File: src/rtl/ser_word_collector_pkg.sv
// Shared definitions for the serial-to-word path: default sizing and output-register states.
package ser_word_collector_pkg;

  localparam int unsigned DefaultWidth = 8;
  localparam int unsigned DefaultCntW  = 5;

  // A bit counter of cnt_w bits can hold every index 0..width-1.
  function automatic bit cnt_w_fits(input int unsigned width, input int unsigned cnt_w);
    return (64'd1 << cnt_w) >= 64'(width);
  endfunction

  typedef enum logic {
    StEmpty = 1'b0,
    StFull  = 1'b1
  } out_state_e;

endpackage

File: src/rtl/ser_bit_counter.sv
// Mod-WIDTH bit counter; clr wins over inc, rst wins over everything.
module ser_bit_counter #(
  parameter int unsigned WIDTH = 8,
  parameter int unsigned CNT_W = 5
) (
  input  logic             clk,
  input  logic             rst,
  input  logic             inc,
  input  logic             clr,
  output logic [CNT_W-1:0] cnt,
  output logic             last
);

  localparam logic [CNT_W-1:0] LastCnt = CNT_W'(WIDTH - 1);

  logic [CNT_W-1:0] cnt_q, cnt_d;

  // Next count: abort to zero, wrap after the final bit, otherwise step.
  always_comb begin
    cnt_d = cnt_q;
    if (clr) begin
      cnt_d = '0;
    end else if (inc) begin
      cnt_d = last ? '0 : cnt_q + CNT_W'(1);
    end
  end

  // Count register.
  always_ff @(posedge clk) begin
    if (rst) begin
      cnt_q <= '0;
    end else begin
      cnt_q <= cnt_d;
    end
  end

  assign cnt  = cnt_q;
  assign last = (cnt_q == LastCnt);

endmodule

File: src/rtl/ser_word_collector.sv
// Packs a handshaked serial bit stream into WIDTH-bit words with a one-word output register.
module ser_word_collector
  import ser_word_collector_pkg::*;
#(
  parameter int unsigned WIDTH     = DefaultWidth,
  parameter bit          MSB_FIRST = 1'b1,
  parameter int unsigned CNT_W     = DefaultCntW
) (
  input  logic             clk,
  input  logic             rst,
  input  logic             clr,
  input  logic             sin,
  input  logic             sin_valid,
  output logic             sin_ready,
  output logic [WIDTH-1:0] dout,
  output logic             dout_valid,
  input  logic             dout_ready,
  output logic             busy
);

  logic [WIDTH-1:0] sr_q, sr_d, sr_shift;
  logic [WIDTH-1:0] dout_q, dout_d;
  out_state_e       state_q, state_d;
  logic [CNT_W-1:0] cnt;
  logic             last;
  logic             accept;
  logic             word_done;

  assign dout_valid = (state_q == StFull);
  // Stall only when the final bit would overwrite a word nobody has taken yet.
  assign sin_ready  = !(last && dout_valid && !dout_ready);
  // A bit offered during clr is dropped.
  assign accept     = sin_valid && sin_ready && !clr;
  assign word_done  = accept && last;
  assign busy       = (cnt != '0);
  assign dout       = dout_q;

  ser_bit_counter #(
    .WIDTH (WIDTH),
    .CNT_W (CNT_W)
  ) u_cnt (
    .clk  (clk),
    .rst  (rst),
    .inc  (accept),
    .clr  (clr),
    .cnt  (cnt),
    .last (last)
  );

  // Shifted value including the current bit, in the configured arrival order.
  always_comb begin
    if (MSB_FIRST) begin
      sr_shift = {sr_q[WIDTH-2:0], sin};
    end else begin
      sr_shift = {sin, sr_q[WIDTH-1:1]};
    end
  end

  // Next-state for shift register and output register.
  always_comb begin
    sr_d    = sr_q;
    dout_d  = dout_q;
    state_d = state_q;
    if (clr) begin
      sr_d = '0;
    end else if (accept) begin
      sr_d = sr_shift;
    end
    if (word_done) begin
      // A completing word reloads dout even when the held word leaves this cycle.
      dout_d  = sr_shift;
      state_d = StFull;
    end else if (state_q == StFull && dout_ready) begin
      state_d = StEmpty;
    end
  end

  // State registers.
  always_ff @(posedge clk) begin
    if (rst) begin
      sr_q    <= '0;
      dout_q  <= '0;
      state_q <= StEmpty;
    end else begin
      sr_q    <= sr_d;
      dout_q  <= dout_d;
      state_q <= state_d;
    end
  end

endmodule

File: config.mk
export PLATFORM = sky130hd
export DESIGN_NAME = ser_word_collector
export DESIGN_NICKNAME = d
export VERILOG_FILES = /design/src/rtl/ser_word_collector_pkg.sv /design/src/rtl/ser_bit_counter.sv /design/src/rtl/ser_word_collector.sv
export SDC_FILE = /design/constraint.sdc
export NUM_CORES = 1
export LEC_CHECK = 0
export BUFFER_PORTS_ARGS = -buffer_cell sky130_fd_sc_hd__buf_2
export CELL_PAD_IN_SITES_DETAIL_PLACEMENT = 1
export CELL_PAD_IN_SITES_GLOBAL_PLACEMENT = 2
export CORE_MARGIN = 3
export CORE_UTILIZATION = 32
export CTS_BUF_LIST = sky130_fd_sc_hd__clkbuf_16
export CTS_CLUSTER_DIAMETER = 120
export DETAILED_ROUTE_END_ITERATION = 7
export PLACE_DENSITY_LB_ADDON = 0.2
export SLEW_MARGIN = 10
export SYNTH_ARGS = -nofsm -noshare
export SYNTH_HDL_FRONTEND = slang
export SYNTH_SLANG_ARGS = --single-unit
File: constraint.sdc
create_clock -name clk -period 1.5 [get_ports clk]
set_input_delay 0.15 -clock clk [delete_from_list [all_inputs] [get_ports clk]]
set_output_delay 0.15 -clock clk [all_outputs]
set_load 0.02 [all_outputs]
# --- Word level (Yosys, flattened, before mapping) ---
# Index checks and enable logic that the tools add are counted.
# W data, S select, Z words.
totals:
  wordCells: 21
  input_bits: 6
  output_inout_bits: 11
  reg_bits: 21
op_classes:
  reduce_logical: 12
  n_mux: 3
  eq_ne: 1
  n_addsub: 1
op_table:
  columns: ["operator", "n"]
  rows:
  - ["$logic_and A1 B1 Y1", 6]
  - ["$add A5 B1 Y5 const B", 1]
  - ["$eq A5 B3 Y1 const B", 1]
  - ["$mux W5", 1]
  - ["$reduce_bool A5 Y1", 1]
  - ["$logic_not A1 Y1", 3]
  - ["$mux W1", 2]
  - ["$reduce_bool A2 Y1", 1]
  - ["$reduce_or A2 Y1", 1]

# --- Logic depth before layout (Yosys ltp) ---
depth:
  ltp_word: 8
  mapped_depth: 5
  ltp_nobuf: 4

# --- By module ---
# A second synthesis with hierarchy kept.
hier_totals:
  hier_cells: 92
  area_unflattened_um2: 923.4
modules_own_cells:
  columns: ["module", "seq_area_each_um2", "cells_each", "n_inst", "area_each_um2"]
  rows:
  - ["ser_word_collector", 320.3, 69, 1, 699.4]
  - ["ser_bit_counter", 100.1, 23, 1, 224.0]

# --- Worst setup path after synthesis ---
# OpenSTA, ideal clock, no wires.
synth_timing:
  path_kind: "flip-flop to flip-flop"
  from: "register u_cnt.cnt_q[1] (netlist: u_cnt.cnt[1])"
  to: "register sr_q[0]"
  path_buffers: 0
  stages_incl_launch_ff: 5
  synth_period_minus_slack_ps: 1318
  arrival_time_ps: 1246
  setup_ps: 72
  path_slack_ps: 182
  required_time_ps: 1428
  cell_sequence: "dfxtp_1 > ha_1 > and4bb_4 > a21oi_4 > mux2i_1"
synth_via:
  elab_chain_cells: 6
synth_rtl:
  columns: ["element", "line", "source"]
  rows:
  - ["start, declared", "ser_bit_counter.sv:16", "logic [CNT_W-1:0] cnt_q, cnt_d;"]
  - ["start signal, assigned", "ser_bit_counter.sv:33", "cnt_q <= cnt_d;"]
  - ["$eq A5 B3 Y1", "ser_bit_counter.sv:38", "assign last = (cnt_q == LastCnt);"]
  - ["$logic_and A1 B1 Y1 (2 in series)", "ser_word_collector.sv:31", "assign sin_ready = !(last && dout_valid && !dout_ready);"]
  - ["$logic_not A1 Y1", "ser_word_collector.sv:31", null]
  - ["$logic_and A1 B1 Y1 (2 in series)", "ser_word_collector.sv:33", "assign accept = sin_valid && sin_ready && !clr;"]
  - ["end signal, assigned", "ser_word_collector.sv:85", "sr_q <= sr_d;"]
  - ["end, declared", "ser_word_collector.sv:21", "logic [WIDTH-1:0] sr_q, sr_d, sr_shift;"]
# No other way between the ends.
# A chain may end at the register's enable or synchronous reset.

# --- Final worst setup path ---
layout_timing:
  from: "register u_cnt.cnt_q[1] (netlist: u_cnt.cnt[1])"
  to: "output port busy"
layout_via:
  elab_chain_cells: 1
layout_rtl:
  columns: ["element", "line", "source"]
  rows:
  - ["$reduce_bool A5 Y1", "ser_word_collector.sv:35", "assign busy = (cnt != '0);"]
  - ["end, declared", "ser_word_collector.sv:18", "output logic busy"]
# No other way between the ends.

==> out/metrics.csv <==
stage,metric,value,unit
run_status,status,finished with violations,
run_status,failed_checks,setup timing,
cts,cts_num_sinks,21,
route,postRouteWirelength,2640,µm
worst_setup_path,critPathArrivalTime,1.44,ns
worst_setup_path,critPathLaunchType,register,
timing,slew_headroom,0.728,
power,p_total,1210,µW
cts,root_buffer,clkbuf_16,
finish,instances_no_fill,160,
placement,portBuffers,16,
placement,dp_hpwl,1860,µm
worst_setup_path,reg2reg_from,u_cnt.cnt[1]$_SDFFE_PP0P_,
route,ant_nets,0,
floorplanning,die_area,3700,µm²
grt,grtUsageTotal,0.160,
worst_setup_path,regToRegEndpoint,u_cnt.cnt[2]$_SDFFE_PP0P_,
timing,finalMaxSlewViolations,0,
floorplanning,die_x,60.8,µm
worst_setup_path,crit_start,u_cnt.cnt[1]$_SDFFE_PP0P_,
finish,antenna_cells,0,
finish,synthToLayoutAreaGrowth,41.3,%
synthesis,ys_warn_count,0,
power,power_leakage,0.000493,µW
timing,skew,0.00295,ns
route,vias,891,
cts,cts_buffers,3,
grt,grt_pass1_wl,4430,µm
worst_setup_path,required,1.35,ns
route,route.detailed.drc,0,
route,vias_per_cell,5.57,
synthesis,synth_area,961,µm²
grt,grt_start_max_net_pins,13,
power,ir_drop,605,µV
timing,finalCritPeriodShare,1.06,
synthesis,yosysSeqAreaShare,0.438,
timing,hold_viol_final,0,
floorplanning,core,2810,µm²
floorplanning,row_count,19,
grt,grt_pass1_vias,948,
finish,final_core_util,0.484,
floorplanning,ios,17,
floorplanning,start_util,0.343,
cts,cts_tree,done,
worst_setup_path,reg2reg_depth,6,
finish,num-nets-final,138,
cts,clock_latency,0.26,ns
synthesis,syn_inst,102,
timing,rsz0062_at_grt,true,
worst_setup_path,cp_max_fo,2,
worst_setup_path,endpoint,busy,
timing,setup_viol,2,
cts,clkTransAtPathRegs,0.06,ns
flow_run,cap_viol_max_count,0,
grt,antenna_found_initial,0,
synthesis,syn-num-nets,110,
synthesis,syn_avg_cell_area,9.42,µm²
timing,timing.final.ws_setup,-0.0861,ns
timing,whs,0.171,ns
placement,dp.cells,150,
worst_setup_path,rrSetupSlack,0.02,ns
cts,htree_levels,1,
worst_setup_path,crit_type,reg -> out,
route,dr.pass1.iters,4,
cts,cts_buffer_depth,2,
timing,fin_crit,1.59,ns
floorplanning,die_h,60.8,µm
timing,tightest_slew,0.407,ns
worst_setup_path,end_kind,primary output,
route,drt-initial-drc-count,39,
timing,max_freq,0.630,GHz
finish,layout-drive-gt1-share,0.403,
worst_hold_path,hp-class,in -> reg,
cts,ctsHoldBuffers,0,
grt,gr-total-overflow,0,
finish,nFillCells,323,
synthesis,ys_ff_latch,21,
synthesis,synth_cell_types,28,
power,p_per_area,893,nW/µm²
placement,place.gp.congestion,0.741,
route,wl_per_cell,16.5,µm
per-layer routing:
layer	vias up	wire length [µm]	GRT usage
met2	14	1200	0.253
met4	0	12	0.0279
met3	3	89	0.0511
li1	434	-	-
met1	440	1340	0.217
met5	-	0	0
worst min path at each step:
stage,startpoint,endpoint,cells past startpoint
floorplan,sin,sr_q[0]$_SDFFE_PP0P_,2
global placement,sin,sr_q[0]$_SDFFE_PP0P_,3
detailed placement,sin,sr_q[0]$_SDFFE_PP0P_,3
CTS,sin,sr_q[0]$_SDFFE_PP0P_,3
global route,sin,sr_q[0]$_SDFFE_PP0P_,3
finish,sin,sr_q[0]$_SDFFE_PP0P_,3
cell usage in the layout (no fill, tap or decap), drive strengths merged:
cell type | netlist | layout
a31o | 1 | 1
nor2 | 2 | 2
dfxtp | 21 | 21
and2 | 1 | 1
buf | 4 | 30
o31ai | 9 | 9
nand4 | 10 | 10
and2b | 1 | 1
or4b | 1 | 1
a211oi | 1 | 1
a21oi | 12 | 12
ha | 2 | 2
nand2 | 11 | 11
a311o | 1 | 1
inv | 3 | 3
clkbuf | 3 | 3
clkinv | 0 | 1
and4bb | 1 | 1
or2 | 1 | 1
nand3 | 3 | 3
a311oi | 1 | 1
a31oi | 1 | 1
nor2b | 1 | 1
nand2b | 2 | 2
mux2i | 8 | 8
nand4bb | 1 | 1
through the flow:
stage	instance area (µm²)	TNS [ns]	setup WS, ns
final	1360	-0.110	-0.0861
after global routing	1360	-0.676	-0.114
after CTS	1260	-0.0795	-0.0795
after detailed placement	1110	0	0.0182
after global placement	1110	0	0.0603
after floorplan	961	0	0.182
power breakdown:
group          total, µW  leakage, µW  switching [µW]  internal (µW)
clock network        576    0.0000409             218            358
registers            562     0.000170            1.91            560
logic               73.8     0.000282            44.0           29.7
total               1210     0.000493             264            948
cell usage after synthesis, drive strengths merged:
master   number  area (µm²)
dfxtp        21         420
clkbuf        3        11.3
nand4bb       1        11.3
or4b          1        10.0
a311o         1        10.0
and2b         1        7.51
a31oi         1        6.26
nor2          2        10.0
ha            2        25.0
a31o          1        8.76
nand3         3        15.0
a311oi        1        8.76
nand2b        2        12.5
and2          1        6.26
mux2i         8        80.1
buf           4        22.5
nand2        11        41.3
nand4        10        62.6
nor2b         1        6.26
a211oi        1        12.5
or2           1        6.26
inv           3        11.3
a21oi        12        71.3
o31ai         9        67.6
and4bb        1        16.3
registers in the layout, summed over array words and instances (netlist names):
| register | count |
|---|---|
| dout | 8 |
| dout_valid | 1 |
| sr_q | 7 |
| u_cnt.cnt | 5 |
cells by family after synthesis:
logic type,Yosys count,synth area share
compound gates,26,0.193
fa+ha+maj,2,0.0260
flops,21,0.437
buf+inv,10,0.0469
simple gates,35,0.214
mux,8,0.0833
final cells by class:
| cell class | instances | area, µm² | area share |
|---|---|---|---|
| clock buffer | 3 | 75.1 | 0.0553 |
| timing repair buffer | 30 | 225 | 0.166 |
| clock inverter | 1 | 5.00 | 0.00369 |
| tap | 31 | 38.8 | 0.0286 |
| sequential | 21 | 423 | 0.312 |
| multi-input combinational | 71 | 577 | 0.425 |
| inverter | 3 | 13.8 | 0.0101 |
worst max-delay path, cell delays in order (launching register included):
cell	delay, ns
dfxtp_2	0.33
buf_6	0.11
inv_4	0.04
ha_4	0.10
or4b_4	0.45
buf_6	0.15
timing repair:
item	in CTS	in global routing
pin swaps	0	4
setup buffers	4	2
setup endpoints to repair	2	18
resized for setup	13	13
Power figures use the tool's default switching activity.
